`src/rtl/sample_sequencer_pkg.sv`:
```
// Shared types and constants for the audio sample sequencer: FSM states,
// MCP3008 channel numbers and the mid-scale operand value.
package sample_sequencer_pkg;

  typedef enum logic [2:0] {
    S_IDLE     = 3'd0,
    S_REQ_AUD  = 3'd1,
    S_WAIT_AUD = 3'd2,
    S_FILTER   = 3'd3,
    S_UPDATE   = 3'd4,
    S_REQ_POT  = 3'd5,
    S_WAIT_POT = 3'd6
  } state_t;

  localparam logic [2:0] CH_AUDIO = 3'd0;
  localparam logic [2:0] CH_LPF   = 3'd1;
  localparam logic [2:0] CH_HPF   = 3'd2;

  localparam int unsigned N_DEFAULT = 10;

  // Mid-scale code 2^(n-1) for an n-bit sample.
  function automatic int unsigned mid_of(input int unsigned n);
    return 32'd1 << (n - 1);
  endfunction

  localparam int unsigned MID = mid_of(N_DEFAULT);

endpackage

```
`src/rtl/sample_tick_gen.sv`:
```
// Free-running sample-rate divider: counts 0..DIV-1 and flags the last count.
module sample_tick_gen #(
  parameter int DIV = 1041
) (
  input  logic clk,
  input  logic reset_n,
  output logic tick_o
);

  localparam int CW = (DIV > 1) ? $clog2(DIV) : 1;
  localparam logic [CW-1:0] LAST = CW'(DIV - 1);

  logic [CW-1:0] cnt_q, cnt_d;

  // NOTE: cnt_d gets a default before any condition, so no path leaves it unassigned and no latch is inferred.
  always_comb begin
    cnt_d = cnt_q + CW'(1);
    if (cnt_q == LAST) cnt_d = '0;
  end

  assign tick_o = (cnt_q == LAST);

  always_ff @(posedge clk or negedge reset_n) begin
    if (!reset_n) cnt_q <= '0;
    else          cnt_q <= cnt_d;
  end

endmodule

```
`src/rtl/sample_sequencer.sv`:
```
// Sequences one audio conversion, IIR settle and PWM update per sample tick,
// plus a pot conversion every POT_EVERY samples, over a shared MCP3008 port.
module sample_sequencer
  import sample_sequencer_pkg::*;
#(
  parameter int N         = 10,
  parameter int DIV       = 1041,
  parameter int FILT_WAIT = 4,
  parameter int POT_EVERY = 64
) (
  input  logic         clk,
  input  logic         reset_n,
  input  logic         filt_type_i,
  output logic         adc_start_o,
  output logic [2:0]   adc_chan_o,
  input  logic         adc_done_i,
  input  logic [N-1:0] adc_data_i,
  output logic [N-1:0] x0_o,
  output logic [N-1:0] x1_o,
  output logic [N-1:0] y1_o,
  input  logic [N-1:0] iir_out_i,
  output logic [N-1:0] pwm_duty_o,
  output logic         pwm_load_o,
  output logic [N-1:0] pot_val_o,
  output logic         pot_valid_o,
  output logic         overrun_o
);

  localparam int PW = (POT_EVERY > 1) ? $clog2(POT_EVERY) : 1;
  localparam int FW = (FILT_WAIT > 1) ? $clog2(FILT_WAIT) : 1;
  localparam logic [N-1:0]  MID_N     = N'(mid_of(N));
  localparam logic [PW-1:0] POT_LAST  = PW'(POT_EVERY - 1);
  localparam logic [FW-1:0] FILT_LAST = FW'(FILT_WAIT - 1);

  logic tick;

  sample_tick_gen #(.DIV(DIV)) u_tick (
    .clk     (clk),
    .reset_n (reset_n),
    .tick_o  (tick)
  );

  state_t        state_q;
  logic [PW-1:0] pot_cnt_q, pot_cnt_d;
  logic [FW-1:0] filt_cnt_q;
  logic          filt_meta_q, filt_sync_q, filt_seen_q;
  logic          adc_start_q, pwm_load_q, pot_valid_q, overrun_q;
  logic [2:0]    adc_chan_q;
  logic [N-1:0]  x0_q, x1_q, y1_q, pwm_duty_q, pot_val_q;

  assign pot_cnt_d = (pot_cnt_q == POT_LAST) ? '0 : pot_cnt_q + PW'(1);

  // NOTE: sequential state uses non-blocking assignments only, so every register reads pre-edge values.
  always_ff @(posedge clk or negedge reset_n) begin
    if (!reset_n) begin
      state_q     <= S_IDLE;
      pot_cnt_q   <= '0;
      filt_cnt_q  <= '0;
      filt_meta_q <= 1'b0;
      filt_sync_q <= 1'b0;
      filt_seen_q <= 1'b0;
      adc_start_q <= 1'b0;
      adc_chan_q  <= CH_AUDIO;
      pwm_load_q  <= 1'b0;
      pot_valid_q <= 1'b0;
      overrun_q   <= 1'b0;
      x0_q        <= MID_N;
      x1_q        <= MID_N;
      y1_q        <= MID_N;
      pwm_duty_q  <= MID_N;
      pot_val_q   <= '0;
    end else begin
      filt_meta_q <= filt_type_i;
      filt_sync_q <= filt_meta_q;
      adc_start_q <= 1'b0;
      pwm_load_q  <= 1'b0;
      pot_valid_q <= 1'b0;

      // Any tick not taken from IDLE, including one on the cycle we head back, is lost.
      if (tick && state_q != S_IDLE) overrun_q <= 1'b1;

      case (state_q)
        S_IDLE: begin
          if (tick) begin
            state_q     <= S_REQ_AUD;
            adc_start_q <= 1'b1;
            adc_chan_q  <= CH_AUDIO;
          end
        end
        S_REQ_AUD: state_q <= S_WAIT_AUD;
        S_WAIT_AUD: begin
          if (adc_done_i) begin
            x0_q       <= adc_data_i;
            filt_cnt_q <= '0;
            state_q    <= S_FILTER;
            if (filt_sync_q != filt_seen_q) begin
              // Filter type changed: restart the recursion from mid-scale.
              x1_q        <= MID_N;
              y1_q        <= MID_N;
              filt_seen_q <= filt_sync_q;
            end else begin
              x1_q <= x0_q;
            end
          end
        end
        S_FILTER: begin
          if (filt_cnt_q == FILT_LAST) state_q    <= S_UPDATE;
          else                         filt_cnt_q <= filt_cnt_q + FW'(1);
        end
        S_UPDATE: begin
          y1_q       <= iir_out_i;
          pwm_duty_q <= iir_out_i;
          pwm_load_q <= 1'b1;
          pot_cnt_q  <= pot_cnt_d;
          if (pot_cnt_q == '0) begin
            state_q     <= S_REQ_POT;
            adc_start_q <= 1'b1;
            adc_chan_q  <= filt_sync_q ? CH_HPF : CH_LPF;
          end else begin
            state_q <= S_IDLE;
          end
        end
        S_REQ_POT: state_q <= S_WAIT_POT;
        S_WAIT_POT: begin
          if (adc_done_i) begin
            pot_val_q   <= adc_data_i;
            pot_valid_q <= 1'b1;
            state_q     <= S_IDLE;
          end
        end
        default: state_q <= S_IDLE;
      endcase
    end
  end

  assign adc_start_o = adc_start_q;
  assign adc_chan_o  = adc_chan_q;
  assign x0_o        = x0_q;
  assign x1_o        = x1_q;
  assign y1_o        = y1_q;
  assign pwm_duty_o  = pwm_duty_q;
  assign pwm_load_o  = pwm_load_q;
  assign pot_val_o   = pot_val_q;
  assign pot_valid_o = pot_valid_q;
  assign overrun_o   = overrun_q;

endmodule
```
`config.mk`:
```
export PLATFORM = sky130hd
export DESIGN_NAME = sample_sequencer
export DESIGN_NICKNAME = d
export VERILOG_FILES = /design/src/rtl/sample_sequencer_pkg.sv /design/src/rtl/sample_tick_gen.sv /design/src/rtl/sample_sequencer.sv
export SDC_FILE = /design/constraint.sdc
export NUM_CORES = 1
export LEC_CHECK = 0
export CAP_MARGIN = 25
export CORE_MARGIN = 2
export CORE_UTILIZATION = 49
export DETAILED_ROUTE_END_ITERATION = 10
export PLACE_DENSITY = 0.79
export RECOVER_POWER = 50
export SLEW_MARGIN = 20
export SYNTH_ARGS = -nofsm -noshare
export SYNTH_HDL_FRONTEND = slang
export SYNTH_SLANG_ARGS = --single-unit
```
`constraint.sdc`:
```
create_clock -name clk -period 2.2 [get_ports clk]
set_input_delay 0.33 -clock clk [delete_from_list [all_inputs] [get_ports clk]]
set_output_delay 0.33 -clock clk [all_outputs]
set_load 0.02 [all_outputs]
```
==> results of run 1 <==
-- flip-flops by register name, summed over array words and instances, names as in the netlist, 2 cells and up --
register and flops:
adc_chan_o 2, x0_o 10, filt_cnt_q 2, pot_cnt_q 6, y1_o 10, x1_o 10, state_q 3, pot_val_o 10
pwm_duty_o 10, u_tick.cnt_q 11
-- through the flow --
step	power, mW	std cells
3_3_place_gp	1.62	469
4_1_cts	2.70	486
6_report	2.68	486
2_1_floorplan	1.53	318
3_5_place_dp	1.62	469
5_1_grt	2.79	486
-- routing by layer --
layer	vias to the layer above	GRT usage [%]
li1	1210	-
met1	1223	27.2
met2	60	33.4
met3	12	4.27
met4	0	8.38
met5	-	0
-- how the worst max path moves through the flow --
| stage | from | to | slack [ps] | depth (start not counted) |
|---|---|---|---|---|
| 2_1_floorplan | pot_cnt_q[0]$_DFFE_PN0N_ | adc_start_o$_DFF_PN0_ | 680 | 6 |
| 6_report | y1_o[9]$_DFFE_PN1P_ | y1_o[9] | 380 | 1 |
| 5_1_grt | pot_cnt_q[0]$_DFFE_PN0N_ | adc_start_o$_DFF_PN0_ | 290 | 6 |
| 3_5_place_dp | adc_done_i | pot_val_o[7]$_DFFE_PN0P_ | 270 | 4 |
| 4_1_cts | y1_o[9]$_DFFE_PN1P_ | y1_o[9] | 360 | 1 |
| 3_3_place_gp | adc_done_i | pot_val_o[5]$_DFFE_PN0P_ | 330 | 4 |
-- report_power, final --
group | leakage, nW | internal [mW] | switching [mW]
sequential | 1.04 | 1.49 | 0.00181
clock | 0.0985 | 0.557 | 0.533
combinational | 0.971 | 0.0458 | 0.0502
-- kinds of logic (layout without fill, tap and decap cells) --
logic type / after synthesis / after routing / share of synthesized area (%)
and+or+nand+nor: 142 / 142 / 20.0
adders and majority gates: 5 / 5 / 1.85
other: 1 / 1 / 0.111
xor gates and xnor gates: 11 / 11 / 2.85
muxes: 11 / 11 / 3.67
AOI/OAI and AO/OA: 36 / 36 / 7.30
DFF: 81 / 81 / 60.2
buffers and inverters: 31 / 119 / 4.04
-- cell usage in the layout, fill, tap and decap left out, types with 2 or more instances in the layout --
master / count
a21oi_1: 6
nor3_1: 2
buf_4: 4
mux2_1: 11
nand4_1: 3
o22ai_1: 2
clkinvlp_4: 2
dfrtp_1: 77
a22o_1: 9
nor2_1: 9
xor2_1: 2
xnor2_1: 9
inv_1: 14
clkdlybuf4s50_1: 77
or3_1: 2
inv_2: 2
or2_1: 2
and2_1: 6
nand3_1: 19
dfstp_2: 4
clkinv_4: 2
o21ai_1: 5
nand2_1: 90
o21ai_0: 6
clkbuf_8: 10
dlygate4sd3_1: 2
a32oi_1: 2
ha_1: 5
clkbuf_2: 3
-- cell type report --
class / instances / share of cell area [%]
sequential: 81 / 45.7
multi-input combinational: 206 / 26.8
timing repair buffer: 87 / 19.3
clock buffer: 10 / 3.10
tap: 80 / 2.25
clock inverter: 6 / 1.52
inverter: 16 / 1.35
-- what timing repair did --
action | 4_1_cts | 5_1_grt
hold buffers | 1 | 0
endpoints found under the hold margin | 27 | 0
buffers inserted | 0 | 0
==> out/results.tsv, run 1 <==
stage	metric	value	unit
clocking	CTS tree	done	
critical_path	r2r worst-path depth	6	
timing	Slew HR	47.4	%
timing	fmax	549	MHz
critical_path	Reg2Reg Launch Point	pot_cnt_q[1]$_DFFE_PN0N_	
critical_path	startpoint class of the critical path	flip-flop	
critical_path	worst-path maximum fanout	2	
grt	all-layer global routing usage	20.6	%
critical_path	setup slack, reg-to-reg	460	ps
yosys	Seq/Total Area, Yosys	60.2	%
drt	final WL	7160	um
place	dpl cell area	0.00425	mm2
clocking	TritonCTS buffer count	9	
clocking	number of H-tree levels	3	
yosys	post-synth top area cell	dfrtp_1	
timing	worst slew pin tran	788	ps
yosys	commonest cells in the netlist	nand2_1, dfrtp_1, nand3_1	
grt	largest net degree at the start of global routing	36	
drt	# DRC	0	
worst_hold_path	HP Class	flip-flop to flip-flop	
cells_and_area	area of the multi-input gates	0.00119	mm2
grt	initial antenna violation count	0	
critical_path	Worst Path Arrival	1490	ps
timing	Setup Viol. Count Final	0	
yosys	Synth Cell Area	0.00338	mm2
cells_and_area	ANT cells	0	
timing	clk_skew	11.4	ps
timing	RSZ-0062 raised after global routing	no	
cells_and_area	Layout Utilization	66.1	%
worst_hold_path	WHS Endpoint	filt_sync_q$_DFF_PN0_	
cells_and_area	design area	0.00444	mm2
floorplanning	starting density of the core	50.3	%
yosys	Mapped Cells	318	
critical_path	Top delay family on crit path	buffers and inverters	
drt	routed wl met2	3660	um
critical_path	Critical Path RT	1870	ps
floorplanning	Core Area	0.00672	mm2
cells_and_area	Area Growth Syn to Fin	31.6	%
yosys	EDFF count, synth	0	
yosys	most used standard cell by instance count after synthesis	nand2_1	
drt	wire per inst	14.7	um
place	DP HPWL	5230	um
floorplanning	num ports	81	
drt	initial drt markers	117	
clocking	CTS root buf	clkbuf_8	
timing	fin. max-slew vios	0	
floorplanning	die area	0.00757	mm2
grt	GR Overflow Total	0	
timing	crit share post-route	82.9	%
cells_and_area	nets@finish	430	
timing	setup slack after layout	377	ps
yosys	ys async rst share	100	%
timing	Final Hold Viols	0	
timing	Fin Setup TNS	0	ps
yosys	Ys Warns	0	
critical_path	CP Class	flip-flop to output pin	
timing	Min Clock Period, post-route	1820	ps
yosys	Synth top area share	57.1	%
drt	M1 WL	3060	um
yosys	Syn Nets	347	
drt	Highest Signal Layer	met4	
drt	Pre-Repair DR Iteration Count	4	
worst_hold_path	Hold Path Origin	filt_meta_q$_DFF_PN0_	
clocking	Bufs on Longest Clock Path	2	
clocking	CTS sink cnt	81	
run	MaxCap Viol Count	0	
power	PwrDens	603	mW/mm2
drt	DRT antenna net count	0	
floorplanning	Die Y	87.0	um
timing	final hold slack	383	ps
yosys	top_reg_cell synth	dfrtp_1	
floorplanning	die width	87.0	um
drt	mean number of vias per cell	5.15	
worst_hold_path	WHS Path Cells	0	
yosys	Yosys reg bits	81	
grt	vias in the first global route	2523	
critical_path	critical path's largest stage delay	620	ps
critical_path	critical path cell sequence	clkdlybuf4s50_1	
cells_and_area	fillcell total	529	
clocking	worst-skew pair later-pin latency	340	ps
critical_path	WP buf/inv	1	
floorplanning	Row Count	30	
drt	DR vias	2505	
clocking	# resized after CTS	0	
grt	first-pass GRT wire length	12000	um
drt	met3 WL	290	um
cells_and_area	FF/Latch Area	0.00203	mm2
clocking	clk slew on worst S/H paths	80	ps
place	Final GP Congestion	0.822	
yosys	synth top area cells	dfrtp_1, nand2_1, mux2_1	
yosys	Synth Area per Inst	10.6	um2
power	Static Leak	2.11	nW
critical_path	crit path capture type	output pin	
power	VDD IR-drop max	0.332	mV
critical_path	end of the worst register-to-register path	adc_start_o$_DFF_PN0_	
critical_path	Crit-path slowest cell	clkdlybuf4s50_1	
place	I/O Buffers	79	
yosys	post-synth cell types	42	
cells_and_area	fraction of final layout cells with drive strength greater than 1	8.62	%
outcome	status	completed	
place	pre-CTS WS	266	ps
Power figures use the tool's default switching activity.
==> run 2: changes to the inputs <==
- clock period: 2.2 -> 1.7 ns (I/O delays scaled with it)
==> run 2 against run 1 <==
Against the previous run:
- flip-flop and latch count did not move
- non-clock buffer count increased by 11
- worst hold slack got worse by 14 ps
- first-iteration DRC count is 56% higher
- clock power increased by 31%
- sequential power rose by 30%
- combinational power rose by 28%
- final area is 1.3% higher
- critical endpoint is now x0_o[7]
==> out/results.tsv, run 2 (synthesis results as in run 1) <==
stage	metric	value	unit	change
cells_and_area	fillcell total	526		-0.57%
timing	RSZ-0062 raised after global routing	no		
timing	Slew HR	39.1	%	-8.3 points
floorplanning	num ports	81		unchanged
clocking	setup bufs post-CTS	0		unchanged
critical_path	r2r worst-path depth	3		-3
worst_hold_path	Hold Path Origin	filt_meta_q$_DFF_PN0_		
floorplanning	Core Area	0.00672	mm2	unchanged
critical_path	startpoint class of the critical path	flip-flop		
power	combinational power share	3.5	%	about the same
clocking	CTS tree	done		
power	Static Leak	2.15	nW	+1.7%
timing	Fin Setup TNS	0	ps	unchanged
critical_path	Worst Path Arrival	1370	ps	-120 ps
grt	largest net degree at the start of global routing	39		+8.3%
clocking	worst-skew pair later-pin latency	340	ps	about the same
cells_and_area	commonest non-fill, non-tap cell in the layout	nand2_1		
critical_path	end of the worst register-to-register path	pot_val_o[4]$_DFFE_PN0P_		
timing	worst slew pin tran	913	ps	+125 ps
place	DP HPWL	5190	um	-0.78%
clocking	CTS sink cnt	81		unchanged
clocking	TritonCTS buffer count	9		unchanged
floorplanning	Row Count	30		unchanged
timing	Final Hold Viols	0		unchanged
drt	Pre-Repair DR Iteration Count	4		unchanged
cells_and_area	Area Growth Syn to Fin	33.3	%	
critical_path	setup slack, reg-to-reg	150	ps	-310 ps
critical_path	worst-path maximum fanout	3		+1
timing	Min Clock Period, post-route	1630	ps	
worst_hold_path	WHS Endpoint	filt_sync_q$_DFF_PN0_		
power	net load switching power	740	uW	+26%
outcome	status	completed		
drt	routed wl met2	3620	um	-1.1%
timing	fmax	615	MHz	
floorplanning	die area	0.00757	mm2	unchanged
worst_hold_path	HP Class	flip-flop to flip-flop		
cells_and_area	Layout Utilization	67.0	%	+0.88 points
critical_path	Critical Path RT	1440	ps	-430 ps
timing	fin. max-slew vios	0		unchanged
critical_path	CP Class	flip-flop to output pin		
power	Clock power frac	41.0	%	+0.3 points
worst_hold_path	WHS Path Cells	0		unchanged
power	Pint	2.74	mW	+31%
cells_and_area	max reg flops	11		unchanged
clocking	clk slew on worst S/H paths	80	ps	about the same
timing	crit share post-route	95.6	%	
drt	final WL	7280	um	+1.7%
drt	DR vias	2547		+1.7%
floorplanning	Die Y	87.0	um	unchanged
grt	vias in the first global route	2529		+0.24%
critical_path	crit path capture type	output pin		
grt	all-layer global routing usage	20.3	%	-0.28 points
drt	met3 WL	363	um	+25%
drt	wire per inst	14.7	um	-0.35%
power	sequential share of power	55.5	%	-0.2 points
run	MaxCap Viol Count	0		unchanged
clocking	number of H-tree levels	3		unchanged
power	VDD IR-drop max	0.444	mV	+34%
cells_and_area	nets@finish	441		+2.6%
floorplanning	starting density of the core	50.3	%	unchanged
critical_path	Top delay family on crit path	buffers and inverters		
cells_and_area	commonest non-fill, non-tap cells in the layout	nand2_1, dfrtp_1, clkdlybuf4s50_1, nand3_1, inv_1		
critical_path	Reg2Reg Launch Point	state_q[0]$_DFFE_PN0P_		
floorplanning	die width	87.0	um	unchanged
clocking	CTS root buf	clkbuf_8		
critical_path	Crit-path slowest cell	clkdlybuf4s50_1		
critical_path	WP buf/inv	1		unchanged
grt	first-pass GRT wire length	11800	um	-1.8%
power	switch share	21.2	%	-0.59 points
power	PwrDens	773	mW/mm2	+28%
drt	DRT antenna net count	0		unchanged
cells_and_area	ANT cells	0		unchanged
drt	initial drt markers	182		+56%
critical_path	critical path's largest stage delay	650	ps	+30 ps
cells_and_area	most flop-heavy register	u_tick.cnt_q		
cells_and_area	fraction of final layout cells with drive strength greater than 1	10.3	%	+1.7 points
timing	Setup Viol. Count Final	0		unchanged
grt	initial antenna violation count	0		unchanged
drt	M1 WL	3150	um	+2.7%
drt	# DRC	0		unchanged
place	I/O Buffers	79		unchanged
drt	mean number of vias per cell	5.14		-0.37%
place	Final GP Congestion	0.838		+2.0%
clocking	Bufs on Longest Clock Path	2		unchanged
drt	Highest Signal Layer	met4		
grt	GR Overflow Total	0		unchanged
critical_path	critical path cell sequence	clkdlybuf4s50_1		
timing	clk_skew	11.4	ps	+0.0684 ps
[run 2: cell types whose count changed in the layout (fill, tap and decap cells not counted), moves of 2 or more]
cell             change
buf_4                +8
clkdlybuf4s50_1      -4
dlygate4sd2_1        +4
clkbuf_1             +3
clkinv_4             -2
[run 2: power groups by stage]
stage                     Sequential, mW  Combinational (mW)  Clock (mW)
after floorplan                     1.97              0.0128           0
after global placement              1.97               0.127           0
after detailed placement            1.97               0.130           0
after CTS                           1.93               0.131        1.45
after global routing                1.93               0.136        1.55
final                               1.93               0.123        1.43
[run 2: how the worst max path moves through the flow]
stage                                     to  cells after the start  slack [ps]                 startpoint
floorplan              adc_start_o$_DFF_PN0_                      6         180   pot_cnt_q[0]$_DFFE_PN0N_
global placement    pot_val_o[2]$_DFFE_PN0P_                      4         -90                 adc_done_i
detailed placement  pot_val_o[4]$_DFFE_PN0P_                      4        -140                 adc_done_i
CTS                                  x0_o[3]                      1          70        x0_o[3]$_DFFE_PN0P_
global route          state_q[0]$_DFFE_PN0P_                      4          20  u_tick.cnt_q[3]$_DFF_PN0_
finish                               x0_o[7]                      1          70        x0_o[7]$_DFFE_PN0P_
[run 2: metal layers]
layer	vias up	track usage, %
li1	1240	-
met1	1219	26.6
met2	74	33.0
met3	14	5.69
met4	0	6.39
met5	-	0
[run 2: cell type report]
class                      count  area [um2]  share of cell area [%]
tap                           80         100                    2.22
timing repair buffer          98         913                    20.3
clock inverter                 4        51.3                    1.14
clock buffer                  11         151                    3.36
sequential                    81        2030                    45.1
inverter                      16        60.1                    1.33
multi-input combinational    206        1190                    26.5
[run 2: metrics by stage]
stage	std cells	area, um2	hold slack (ps)	setup WS, ps	total power, mW
4_1_cts	496	4540	328	71.0	3.52
5_1_grt	496	4500	379	22.5	3.62
3_5_place_dp	480	4340	249	-141	2.10
2_1_floorplan	318	3380	-40.6	183	1.98
6_report	496	4500	369	74.6	3.48
3_3_place_gp	480	4340	244	-91.7	2.10
[run 2: what timing repair did]
action                                 4_1_cts  5_1_grt
resized for setup                            4        1
hold buffers                                 1        0
cloned                                       0        0
endpoints found under the hold margin       32        0
setup endpoints to repair                    4        1
==> run 3: changes to the inputs <==
- CORE_ASPECT_RATIO: not set -> 1.25
- GPL_TIMING_DRIVEN: not set -> 0
- TNS_END_PERCENT: not set -> 10
==> run 3 against run 2 <==
Against the previous run:
- via count increased by 0.82%
- utilization increased by 1.7 points
- clock skew about the same
- critical path type is now flip-flop to flip-flop
==> out/results.tsv, run 3 (synthesis results as in run 1) <==
stage	metric	value	unit	change
timing	Slew HR	36.9	%	-2.2 points
timing	worst slew pin tran	946	ps	+32.5 ps
grt	vias in the first global route	2713		+7.3%
clocking	Bufs on Longest Clock Path	2		unchanged
critical_path	CP Class	flip-flop to flip-flop		
floorplanning	die area	0.00758	mm2	about the same
drt	wire per inst	14.4	um	-1.8%
grt	largest net degree at the start of global routing	45		+15%
floorplanning	Core Area	0.00661	mm2	-1.7%
timing	fmax	605	MHz	-1.7%
drt	DRT antenna net count	0		unchanged
cells_and_area	commonest non-fill, non-tap cells in the layout	nand2_1, dfrtp_1, clkdlybuf4s50_1, nand3_1, inv_1		
power	Static Leak	2.19	nW	+2.0%
cells_and_area	Layout Cells excl Fill	502		+1.2%
floorplanning	num ports	81		unchanged
drt	DR vias	2568		+0.82%
timing	clk_skew	11.2	ps	-0.232 ps
grt	first-pass GRT wire length	12700	um	+7.2%
place	DP HPWL	5260	um	+1.4%
clocking	CTS root buf	clkbuf_8		
cells_and_area	commonest non-fill, non-tap cell in the layout	nand2_1		
critical_path	worst-path maximum fanout	10		+7
cells_and_area	most flop-heavy register	u_tick.cnt_q		
critical_path	Worst Path Arrival	1890	ps	+520 ps
place	I/O Buffers	79		unchanged
floorplanning	die width	78.3	um	-10%
cells_and_area	Area Growth Syn to Fin	34.5	%	
drt	final WL	7230	um	-0.60%
timing	fin. max-slew vios	0		unchanged
clocking	CTS tree	done		
floorplanning	Row Count	33		+10%
drt	initial drt markers	130		-29%
critical_path	crit path capture type	flip-flop		
critical_path	startpoint class of the critical path	flip-flop		
floorplanning	starting density of the core	51.1	%	+0.86 points
clocking	clk slew on worst S/H paths	70	ps	about the same
cells_and_area	ANT cells	0		unchanged
grt	initial antenna violation count	0		unchanged
cells_and_area	fraction of final layout cells with drive strength greater than 1	9.88	%	-0.46 points
power	VDD IR-drop max	0.639	mV	+44%
place	Final GP Congestion	0.813		-3.0%
outcome	status	completed		
drt	Pre-Repair DR Iteration Count	4		unchanged
clocking	number of H-tree levels	3		unchanged
place	dpl cells	485		+1.0%
drt	# DRC	0		unchanged
drt	mean number of vias per cell	5.12		-0.38%
run	MaxCap Viol Count	0		unchanged
clocking	CTS sink cnt	81		unchanged
cells_and_area	FF/Latch Area	0.00203	mm2	unchanged
timing	Min Clock Period, post-route	1650	ps	+27.8 ps
clocking	setup bufs post-CTS	0		unchanged
critical_path	Critical Path RT	1930	ps	+490 ps
cells_and_area	fillcell total	516		-1.9%
floorplanning	Die Y	96.8	um	+11%
power	PwrDens	780	mW/mm2	+0.83%
timing	RSZ-0062 raised after global routing	yes		
cells_and_area	nets@finish	439		-0.45%
clocking	TritonCTS buffer count	9		unchanged
grt	all-layer global routing usage	21.2	%	+0.88 points
cells_and_area	Layout Utilization	68.7	%	+1.7 points
timing	crit share post-route	97.2	%	+1.6 points
timing	Final Hold Viols	0		unchanged
power	Pwr Total	3.54	mW	+1.7%
grt	GR Overflow Total	0		unchanged
cells_and_area	max reg flops	11		unchanged
clocking	worst-skew pair later-pin latency	350	ps	about the same
worst_hold_path	HP Class	flip-flop to flip-flop		
timing	Setup Viol. Count Final	0		unchanged
cells_and_area	area of the multi-input gates	0.00123	mm2	+3.1%
## run 3: changes by cell type in the layout (fill, tap and decap cells not counted), moves of 2 or more
cell,change
buf_2,+5
clkbuf_4,+2
buf_4,-11
clkbuf_1,+3
## run 3: final timing paths
kind	endpoint	cells after the start	start	slack, ps
max reg2reg	y1_o[1]$_DFFE_PN0P_	7	state_q[0]$_DFFE_PN0P_	50
max	y1_o[1]$_DFFE_PN0P_	7	state_q[0]$_DFFE_PN0P_	50
min	filt_sync_q$_DFF_PN0_	0	filt_meta_q$_DFF_PN0_	350
max in group asynchronous	pwm_duty_o[9]$_DFFE_PN1N_	3	reset_n	310
min reg2reg	filt_sync_q$_DFF_PN0_	0	filt_meta_q$_DFF_PN0_	350
min in group asynchronous	u_tick.cnt_q[9]$_DFF_PN0_	2	reset_n	590
## run 3: routing by layer
| layer | GRT usage, % | part of all wire (%) | routed length (um) | up-vias |
|---|---|---|---|---|
| li1 | - | - | - | 1238 |
| met5 | 0 | 0 | 0 | - |
| met1 | 25.6 | 42 | 3030 | 1231 |
| met2 | 35.3 | 49 | 3580 | 76 |
| met4 | 11.2 | 3.5 | 255 | 0 |
| met3 | 4.66 | 5.1 | 370 | 23 |
## run 3: repair_timing
| item | 4_1_cts | 5_1_grt |
|---|---|---|
| pin swaps | 0 | 0 |
| hold buffers | 1 | 0 |
| setup endpoints to repair | 5 | 21 |
| gates resized for setup | 5 | 6 |
| endpoints found under the hold margin | 35 | 0 |
## run 3: per-stage QoR
stage | cell area (um2) | hold WS (ps) | TNS [ps] | worst slack [ps]
2_1_floorplan | 3380 | -40.6 | 0 | 183
3_3_place_gp | 4280 | 333 | -198850 | -2440
3_5_place_dp | 4290 | 255 | -5970 | -213
4_1_cts | 4520 | 336 | 0 | 35.6
5_1_grt | 4540 | 373 | -133 | -24.2
6_report | 4540 | 351 | 0 | 46.8
## run 3: critical path, stage by stage (launching register included)
cell and delay [ps]:
dfrtp_1 360, buf_2 170, nand3b_4 180, nand2b_4 150, buf_6 120, o21a_1 180, clkbuf_4 190, a22o_1 200
## run 3: report_power, final
group / internal [mW] / leakage [nW] / switching (mW)
Sequential: 1.93 / 1.04 / 0.00220
Clock: 0.805 / 0.106 / 0.680
Combinational: 0.0581 / 1.04 / 0.0636
Total: 2.79 / 2.19 / 0.746
## run 3: cell type report
| type | instances | area share [%] |
|---|---|---|
| sequential | 81 | 44.8 |
| multi-input combinational | 206 | 27.1 |
| timing repair buffer | 81 | 17.9 |
| clock buffer | 13 | 3.72 |
| tap | 87 | 2.40 |
| buffer | 15 | 1.82 |
| inverter | 16 | 1.32 |
| clock inverter | 3 | 1.02 |
